==> src/rtl/uart_alu_bridge.sv <==
// Frame sequencer between a byte-wide UART and an ALU: collects multi-byte operands and an
// opcode, presents them to the ALU, then streams the result and an optional status byte back out.
module uart_alu_bridge #(
  parameter int DATA_W      = 8,
  parameter int OP_W        = 16,
  parameter int OPC_W       = 6,
  parameter int TIMEOUT     = 100000,
  parameter int SEND_STATUS = 1
) (
  input  logic              clk,
  input  logic              reset,
  input  logic [DATA_W-1:0] rx_data,
  input  logic              rx_done,
  input  logic              tx_done,
  input  logic [OP_W-1:0]   alu_res,
  input  logic              alu_carry,
  input  logic              alu_zero,
  output logic [OP_W-1:0]   a,
  output logic [OP_W-1:0]   b,
  output logic [OPC_W-1:0]  op,
  output logic              tx_start,
  output logic [DATA_W-1:0] tx_data,
  output logic              busy,
  output logic              frame_err
);

  localparam int NB    = OP_W / DATA_W;
  localparam int NTX   = NB + ((SEND_STATUS != 0) ? 1 : 0);
  localparam int IW    = (NB > 1) ? $clog2(NB) : 1;
  localparam int TXW   = (NTX > 1) ? $clog2(NTX) : 1;
  localparam int TW    = (TIMEOUT > 1) ? $clog2(TIMEOUT + 1) : 1;
  localparam bit TO_EN = (TIMEOUT != 0);

  localparam logic [IW-1:0]  IDX_LAST = IW'(NB - 1);
  localparam logic [TXW-1:0] TX_LAST  = TXW'(NTX - 1);
  localparam logic [TW-1:0]  T_LAST   = TW'((TIMEOUT > 0) ? (TIMEOUT - 1) : 0);

  typedef enum logic [2:0] {
    RX_A    = 3'd0,
    RX_B    = 3'd1,
    RX_OP   = 3'd2,
    EXEC    = 3'd3,
    TX_LOAD = 3'd4,
    TX_WAIT = 3'd5
  } state_t;

  state_t                    state_r;
  logic [IW-1:0]             idx_r;
  logic [TXW-1:0]            tx_idx_r;
  logic [TW-1:0]             timer_r;
  logic                      rx_prev_r;
  logic                      tx_prev_r;
  logic [NTX*DATA_W-1:0]     txbuf_r;

  logic                      rx_ev_s;
  logic                      tx_ev_s;
  logic                      timing_s;
  logic                      timeout_s;
  logic                      in_busy_s;
  logic [DATA_W-1:0]         status_s;
  logic [TXW-1:0]            tx_next_s;
  logic [DATA_W-1:0]         next_byte_s;

  // Edge detection, timeout qualification and next-byte selection.
  always_comb begin
    rx_ev_s     = rx_done & ~rx_prev_r;
    tx_ev_s     = tx_done & ~tx_prev_r;
    timing_s    = (state_r == RX_B) || (state_r == RX_OP) ||
                  ((state_r == RX_A) && (idx_r != '0));
    in_busy_s   = (state_r == EXEC) || (state_r == TX_LOAD) || (state_r == TX_WAIT);
    status_s    = '0;
    status_s[1:0] = {alu_carry, alu_zero};
    tx_next_s   = tx_idx_r + 1'b1;
    next_byte_s = txbuf_r[tx_next_s*DATA_W +: DATA_W];
    // An arriving byte wins over an expiring timer.
    if (TO_EN) begin
      timeout_s = timing_s && (timer_r == T_LAST) && !rx_ev_s;
    end else begin
      timeout_s = 1'b0;
    end
  end

  // Frame sequencer: operand capture, ALU hand-off, result transmission, error handling.
  always_ff @(posedge clk or posedge reset) begin
    if (reset) begin
      state_r   <= RX_A;
      idx_r     <= '0;
      tx_idx_r  <= '0;
      timer_r   <= '0;
      rx_prev_r <= 1'b0;
      tx_prev_r <= 1'b0;
      txbuf_r   <= '0;
      a         <= '0;
      b         <= '0;
      op        <= '0;
      tx_start  <= 1'b0;
      tx_data   <= '0;
      busy      <= 1'b0;
      frame_err <= 1'b0;
    end else begin
      rx_prev_r <= rx_done;
      tx_prev_r <= tx_done;
      tx_start  <= 1'b0;
      frame_err <= 1'b0;

      if (rx_ev_s || !timing_s || timeout_s) begin
        timer_r <= '0;
      end else begin
        timer_r <= timer_r + 1'b1;
      end

      if (in_busy_s && rx_ev_s) begin
        frame_err <= 1'b1;
      end

      if (timeout_s) begin
        frame_err <= 1'b1;
        a         <= '0;
        b         <= '0;
        op        <= '0;
        idx_r     <= '0;
        state_r   <= RX_A;
      end else begin
        case (state_r)
          RX_A: begin
            if (rx_ev_s) begin
              a[idx_r*DATA_W +: DATA_W] <= rx_data;
              if (idx_r == IDX_LAST) begin
                idx_r   <= '0;
                state_r <= RX_B;
              end else begin
                idx_r <= idx_r + 1'b1;
              end
            end
          end
          RX_B: begin
            if (rx_ev_s) begin
              b[idx_r*DATA_W +: DATA_W] <= rx_data;
              if (idx_r == IDX_LAST) begin
                idx_r   <= '0;
                state_r <= RX_OP;
              end else begin
                idx_r <= idx_r + 1'b1;
              end
            end
          end
          RX_OP: begin
            if (rx_ev_s) begin
              op      <= rx_data[OPC_W-1:0];
              busy    <= 1'b1;
              state_r <= EXEC;
            end
          end
          EXEC: begin
            // The first byte goes straight from the ALU so tx_start lands in TX_LOAD.
            txbuf_r[OP_W-1:0] <= alu_res;
            if (NTX > NB) begin
              txbuf_r[NTX*DATA_W-1 -: DATA_W] <= status_s;
            end
            tx_data  <= alu_res[DATA_W-1:0];
            tx_start <= 1'b1;
            tx_idx_r <= '0;
            state_r  <= TX_LOAD;
          end
          TX_LOAD: begin
            state_r <= TX_WAIT;
          end
          TX_WAIT: begin
            if (tx_ev_s) begin
              if (tx_idx_r == TX_LAST) begin
                busy    <= 1'b0;
                state_r <= RX_A;
              end else begin
                tx_idx_r <= tx_next_s;
                tx_data  <= next_byte_s;
                tx_start <= 1'b1;
                state_r  <= TX_LOAD;
              end
            end
          end
          default: begin
            busy    <= 1'b0;
            idx_r   <= '0;
            state_r <= RX_A;
          end
        endcase
      end
    end
  end

endmodule

==> config.mk <==
export PLATFORM = sky130hd
export DESIGN_NAME = uart_alu_bridge
export DESIGN_NICKNAME = d
export VERILOG_FILES = /design/src/rtl/uart_alu_bridge.sv
export SDC_FILE = /design/constraint.sdc
export NUM_CORES = 1
export LEC_CHECK = 0
export BUFFER_PORTS_ARGS = -buffer_cell sky130_fd_sc_hd__buf_2
export CAP_MARGIN = 10
export CORE_MARGIN = 2
export CORE_UTILIZATION = 50
export CTS_BUF_LIST = sky130_fd_sc_hd__clkbuf_4 sky130_fd_sc_hd__clkbuf_8 sky130_fd_sc_hd__clkbuf_16
export CTS_CLUSTER_SIZE = 40
export DETAILED_ROUTE_END_ITERATION = 6
export HOLD_SLACK_MARGIN = 0.15
export MAX_ROUTING_LAYER = met4
export PLACE_DENSITY = 0.78
export SLEW_MARGIN = 20
export SYNTH_ARGS = -nofsm -noshare
export SYNTH_HDL_FRONTEND = slang
export SYNTH_SLANG_ARGS = --single-unit
==> constraint.sdc <==
create_clock -name clk -period 2.8 [get_ports clk]
set_input_delay 0.28 -clock clk [delete_from_list [all_inputs] [get_ports clk]]
set_output_delay 0.28 -clock clk [all_outputs]
set_load 0.03 [all_outputs]
### Word level (Yosys, flattened, before mapping)

Index checks and enable logic that the tools add are counted.

| storage, ports and cells | value |
|---|---|
| flip-flop bits (word level) | 92 |
| word-level logic and storage cells | 116 |

| cells by class | value |
|---|---|
| $add $sub $neg | 4 |
| equal/unequal tests | 19 |
| shift-type cells | 3 |
| mux-type cells | 41 |
| bitwise logic cells | 6 |
| reductions and logical operators | 29 |

Operators by type and width:

| operator | count |
|---|---|
| two-way mux 16 bit | 6 |
| negator 4 -> 34 bit | 1 |
| variable shift 8 x 34 -> 16 bit (first input constant) | 1 |
| indexed part select 8 x 34 -> 16 bit | 1 |
| bitwise mux 16 bit | 2 |
| two-way mux 3 bit | 8 |
| indexed part select 24 x 6 -> 8 bit | 1 |
| two-way mux 6 bit | 3 |
| inequality test 3 bit (second input constant) | 6 |
| one-hot mux 3 bit (6 select lines) | 1 |
| adder 17 x 1 -> 17 bit (second input constant) | 1 |
| == test 17 bit (second input constant) | 1 |
| two-way mux 17 bit | 1 |
| two-way mux 8 bit | 2 |
| one-hot mux 8 bit (2 select lines) | 1 |
| two-way mux 1 bit | 11 |
| AND reduction 2 bit | 5 |
| nonzero test 2 bit | 5 |
| OR reduction 4 bit | 2 |
| == test 3 x 2 -> 1 bit (second input constant) | 2 |
| == test 3 bit (second input constant) | 2 |
| logical OR 1 bit | 6 |
| inequality test 2 bit (second input constant) | 3 |
| AND reduction 6 bit | 1 |
| 18 further kinds | 29 |

### Depth between registers and ports, before layout

| logic depth | value |
|---|---|
| depth in word-level cells | 7 |
| mapped depth | 9 |
| mapped depth without buffers | 6 |

### Worst setup path after synthesis

No wires, ideal clock.

| path | value |
|---|---|
| path kind | reg2reg |
| start | register tx_idx_r[0] |
| end | register tx_data[0] |
| setup time | 0.134 ns |
| arrival | 2.152 ns |
| data required time | 2.666 ns |
| slack | 0.514 ns |
| stages on the path, launching flop included | 9 |
| path buffers | 2 |
| path through | dfrtp_1 clkbuf_1 inv_1 ha_1 clkbuf_1 mux2_2 a221o_1 o21ai_0 o21ai_0 |

| on the way | value |
|---|---|
| word-level cells in the longest chain between the ends | 5 |
| elaborated cells on any way between the ends | 8 |
| classes of those cells | 1 x add/sub; 2 x eq/ne; 1 x shift; 3 x mux; 1 x reduce/logical |

RTL lines:

| element | RTL line | source |
|---|---|---|
| from (decl) | 49 | `logic [TXW-1:0] tx_idx_r;` |
| from (signal assigned) | 174 | `tx_idx_r <= tx_next_s;` |
| adder 2 x 1 -> 2 bit | 73 | `tx_next_s = tx_idx_r + 1'b1;` |
| indexed part select 24 x 6 -> 8 bit | 74 | `next_byte_s = txbuf_r[tx_next_s*DATA_W +: DATA_W];` |
| two-way mux 8 bit | 170 | `if (tx_idx_r == TX_LAST) begin` |
| two-way mux 8 bit | 169 | `if (tx_ev_s) begin` |
| one-hot mux 8 bit (2 select lines) | 124 | `case (state_r)` |
| to (signal assigned) | 160 | `tx_data <= alu_res[DATA_W-1:0];` |
| to (signal assigned) | 175 | `tx_data <= next_byte_s;` |
| to (decl) | 22 | `output logic [DATA_W-1:0] tx_data,` |

Several ways; a longest one is shown, not always the timed one. The select of a mux whose other input is x is not followed.
A chain may end at the register's enable or synchronous reset.

### Final worst setup path

Same ends and word-level chain as after synthesis.

==> flow_metrics.tcl <==
set metrics [dict create \
    status "finished, final reports clean" \
    crit_path_start "tx_idx_r[0]" \
    power_frac_comb 0.397 \
    p_seq_frac 0.423 \
    swShare 0.418 \
    synth_seq_cells 92 \
    final_hold_viol_count 0 \
    ys_types 49 \
    leakage_nw 2.34 \
    reg2reg_to "tx_data[0]" \
    worst_pin_slew_ns 0.684 \
    num_vias 3189 \
    maxCapViolCount 0 \
    hold_class "in -> reg" \
    synth_top_family_by_area "simple AND/OR/NAND/NOR gates" \
    synth_compound_area_frac 0.0894 \
    worst-r2r-setup-slack_ns 0.55 \
    min_period_ns 2.25 \
    gp_congestion 0.790 \
    grt_antenna_before_repair 0 \
    clock_skew_ns 0.0134 \
    grt.total_usage 0.206 \
    io_pins 79 \
    r2r_start "tx_idx_r[0]" \
    max-vdd-ir-drop_uv 483 \
    cts_made_buffers 9 \
    critPathRequiredTime_ns 3.01 \
    grt_pass1_wl_microns 14400 \
    critPathLaunchType "flop" \
    yosys-mux-area-fraction 0.108 \
    clk_latency_ns 0.36 \
    ys_warn_count 0 \
    die_x_microns 95.6 \
    cts.reportedPaths.clkPinSlew_ns 0.10 \
    syn_nets 423 \
    synthArstFlopShare 1.00 \
    synthToLayoutAreaGrowth_pct 18.0 \
    fin_area_sq_mm 0.00496 \
    syn-cell-area_sq_mm 0.00420 \
    diodes 0 \
    cp_max_fo 11 \
    synth_xor_area_frac 0.0313 \
    drv_slew 0 \
    reg2reg_depth 6 \
    p_total_mw 5.02 \
    clock-root-buffer "clkbuf_8" \
    start_util 0.514 \
    grt_pass1_vias 2945 \
    synthAdderAreaFrac 0.00596 \
    place_area_sq_mm 0.00465 \
    drc 0 \
    fmax_ghz 0.445 \
    slew-limit-headroom 0.544 \
    port_buffers 78 \
    placementRows 33 \
    finalWirelength_microns 8770 \
    synth_edf_count 0 \
    clk_path_buf_depth 2 \
    yosys.area_share.simple 0.185 \
    layout_commonest_cell "dfrtp_1" \
    fp.dieH_microns 95.6 \
    htree_levels 3 \
    cts_tree "done" \
    layout-drive-gt1-share 0.262 \
    final_cell_mix "dfrtp_1 (92), buf_2 (78), nand2_1 (54)" \
    setup.worst_path.end "tx_data[0]" \
    crit_path_end_kind "flop" \
    avgViaCountPerCell 5.48 \
    worst-setup-path-type "reg -> reg" \
    crit_arrival_ns 2.46 \
    ys.flop_type "dfrtp_1" \
    clock-sinks 92 \
    gr-total-overflow 0 \
    tns_ns 0 \
    syn-mean-instance-area_sq_um 10.7 \
    routedWlPerCell_microns 15.1 \
    p_sw_mw 2.10 \
    regArea_sq_mm 0.00230 \
    coreArea_sq_mm 0.00818 \
    drt_iter0_markers 164 \
    nFillCells 698 \
    rsz0062_at_grt "no" \
    ant_nets 0 \
    power_frac_clock 0.180 \
    dp_hpwl_microns 6160 \
    setup_violations 0 \
    syn_inst 391 \
    final_nets 504 \
    dr.pass1.iters 4 \
    grt_max_degree 56 \
    p_int_mw 2.92 \
    powerDensity_mw_per_mm2 1010 \
    multi_input_area_sq_mm 0.00176 \
    die_area_sq_mm 0.00915 \
    yosysSeqAreaShare 0.548 \
    timing.final.crit_share 0.803 \
]
-- registers in the layout (all words and copies together), names as in the netlist --
name and count:
a 16, b 16, busy 1, frame_err 1, idx_r 1, op 6, rx_prev_r 1, state_r 3
timer_r 17, tx_data 8, tx_idx_r 2, tx_prev_r 1, tx_start 1, txbuf_r 18
-- metal layers --
layer | vias up | wire length [microns] | track usage | part of all wire
met4 | 0 | 55 | 0.0500 | 0.0063
met2 | 105 | 4050 | 0.305 | 0.46
met1 | 1554 | 4130 | 0.291 | 0.47
met3 | 6 | 530 | 0.0466 | 0.060
li1 | 1524 | - | - | -
met5 | - | 0 | - | 0
-- cells in the mapped netlist (6+ instances only) --
cell,count,area share
nand4_1,6,0.0089
clkbuf_1,7,0.0063
inv_1,6,0.0054
xor2_1,8,0.017
o2bb2ai_1,8,0.017
nand2_1,54,0.048
mux2_2,20,0.054
a22oi_1,6,0.011
xnor2_1,7,0.015
nor2_1,47,0.042
dfrtp_1,92,0.55
nor3_1,7,0.0083
o21ai_0,29,0.035
mux2i_1,23,0.055
buf_2,11,0.013
nand3_1,6,0.0072
-- how the worst min path moves through the flow --
stage	endpoint	slack, ns	cells past startpoint	startpoint
2_1_floorplan	rx_prev_r	0.31	0	rx_done
3_3_place_gp	txbuf_r[8]	0.38	2	reset
3_5_place_dp	txbuf_r[8]	0.39	2	reset
4_1_cts	txbuf_r[7]	0.15	2	alu_res[7]
5_1_grt	txbuf_r[10]	0.16	2	alu_res[10]
6_report	txbuf_r[10]	0.17	2	alu_res[10]
-- cells by family after synthesis --
group	after synthesis
buffers and inverters	28
muxes	43
adders and majority gates	2
and+or+nand+nor	154
DFF	92
xor gates and xnor gates	15
AOI/OAI and AO/OA	57
-- layout make-up --
cell class,count,area share
tap,105,0.0265
sequential,92,0.465
clock buffer,9,0.0250
multi-input combinational,271,0.356
timing repair buffer,92,0.108
inverter,6,0.00480
clock inverter,7,0.0154
-- critical path, stage by stage, from the launching register on --
cell	delay, ns
dfrtp_1	0.62
inv_1	0.12
ha_1	0.48
mux2_2	0.38
a221o_1	0.33
o21ai_0	0.08
o21ai_0	0.09
-- through the flow --
| stage | worst slack (ns) | util | hold WS [ns] | cells |
|---|---|---|---|---|
| global placement | 0.658 | 0.568 | 0.379 | 555 |
| finish | 0.551 | 0.606 | 0.166 | 582 |
| floorplan | 0.128 | - | 0.311 | 391 |
| CTS | 0.548 | 0.605 | 0.151 | 581 |
| global route | 0.396 | 0.606 | 0.155 | 582 |
| detailed placement | 0.573 | 0.568 | 0.387 | 555 |
-- power by group through the flow --
stage | Combinational [mW] | Clock [mW] | Sequential, mW
global placement | 1.92 | 0 | 2.13
detailed placement | 1.99 | 0 | 2.15
finish | 1.99 | 0.903 | 2.12
global route | 2.23 | 0.972 | 2.19
floorplan | 0.962 | 0 | 2.61
CTS | 2.01 | 0.919 | 2.12
-- repair_timing --
item / 4_1_cts / 5_1_grt
endpoints found under the hold margin: 46 / 1
gates resized for setup: 0 / 0
setup buffers: 0 / 0
hold buffers: 10 / 1
Note: power is estimated with default switching activity, not from simulation.
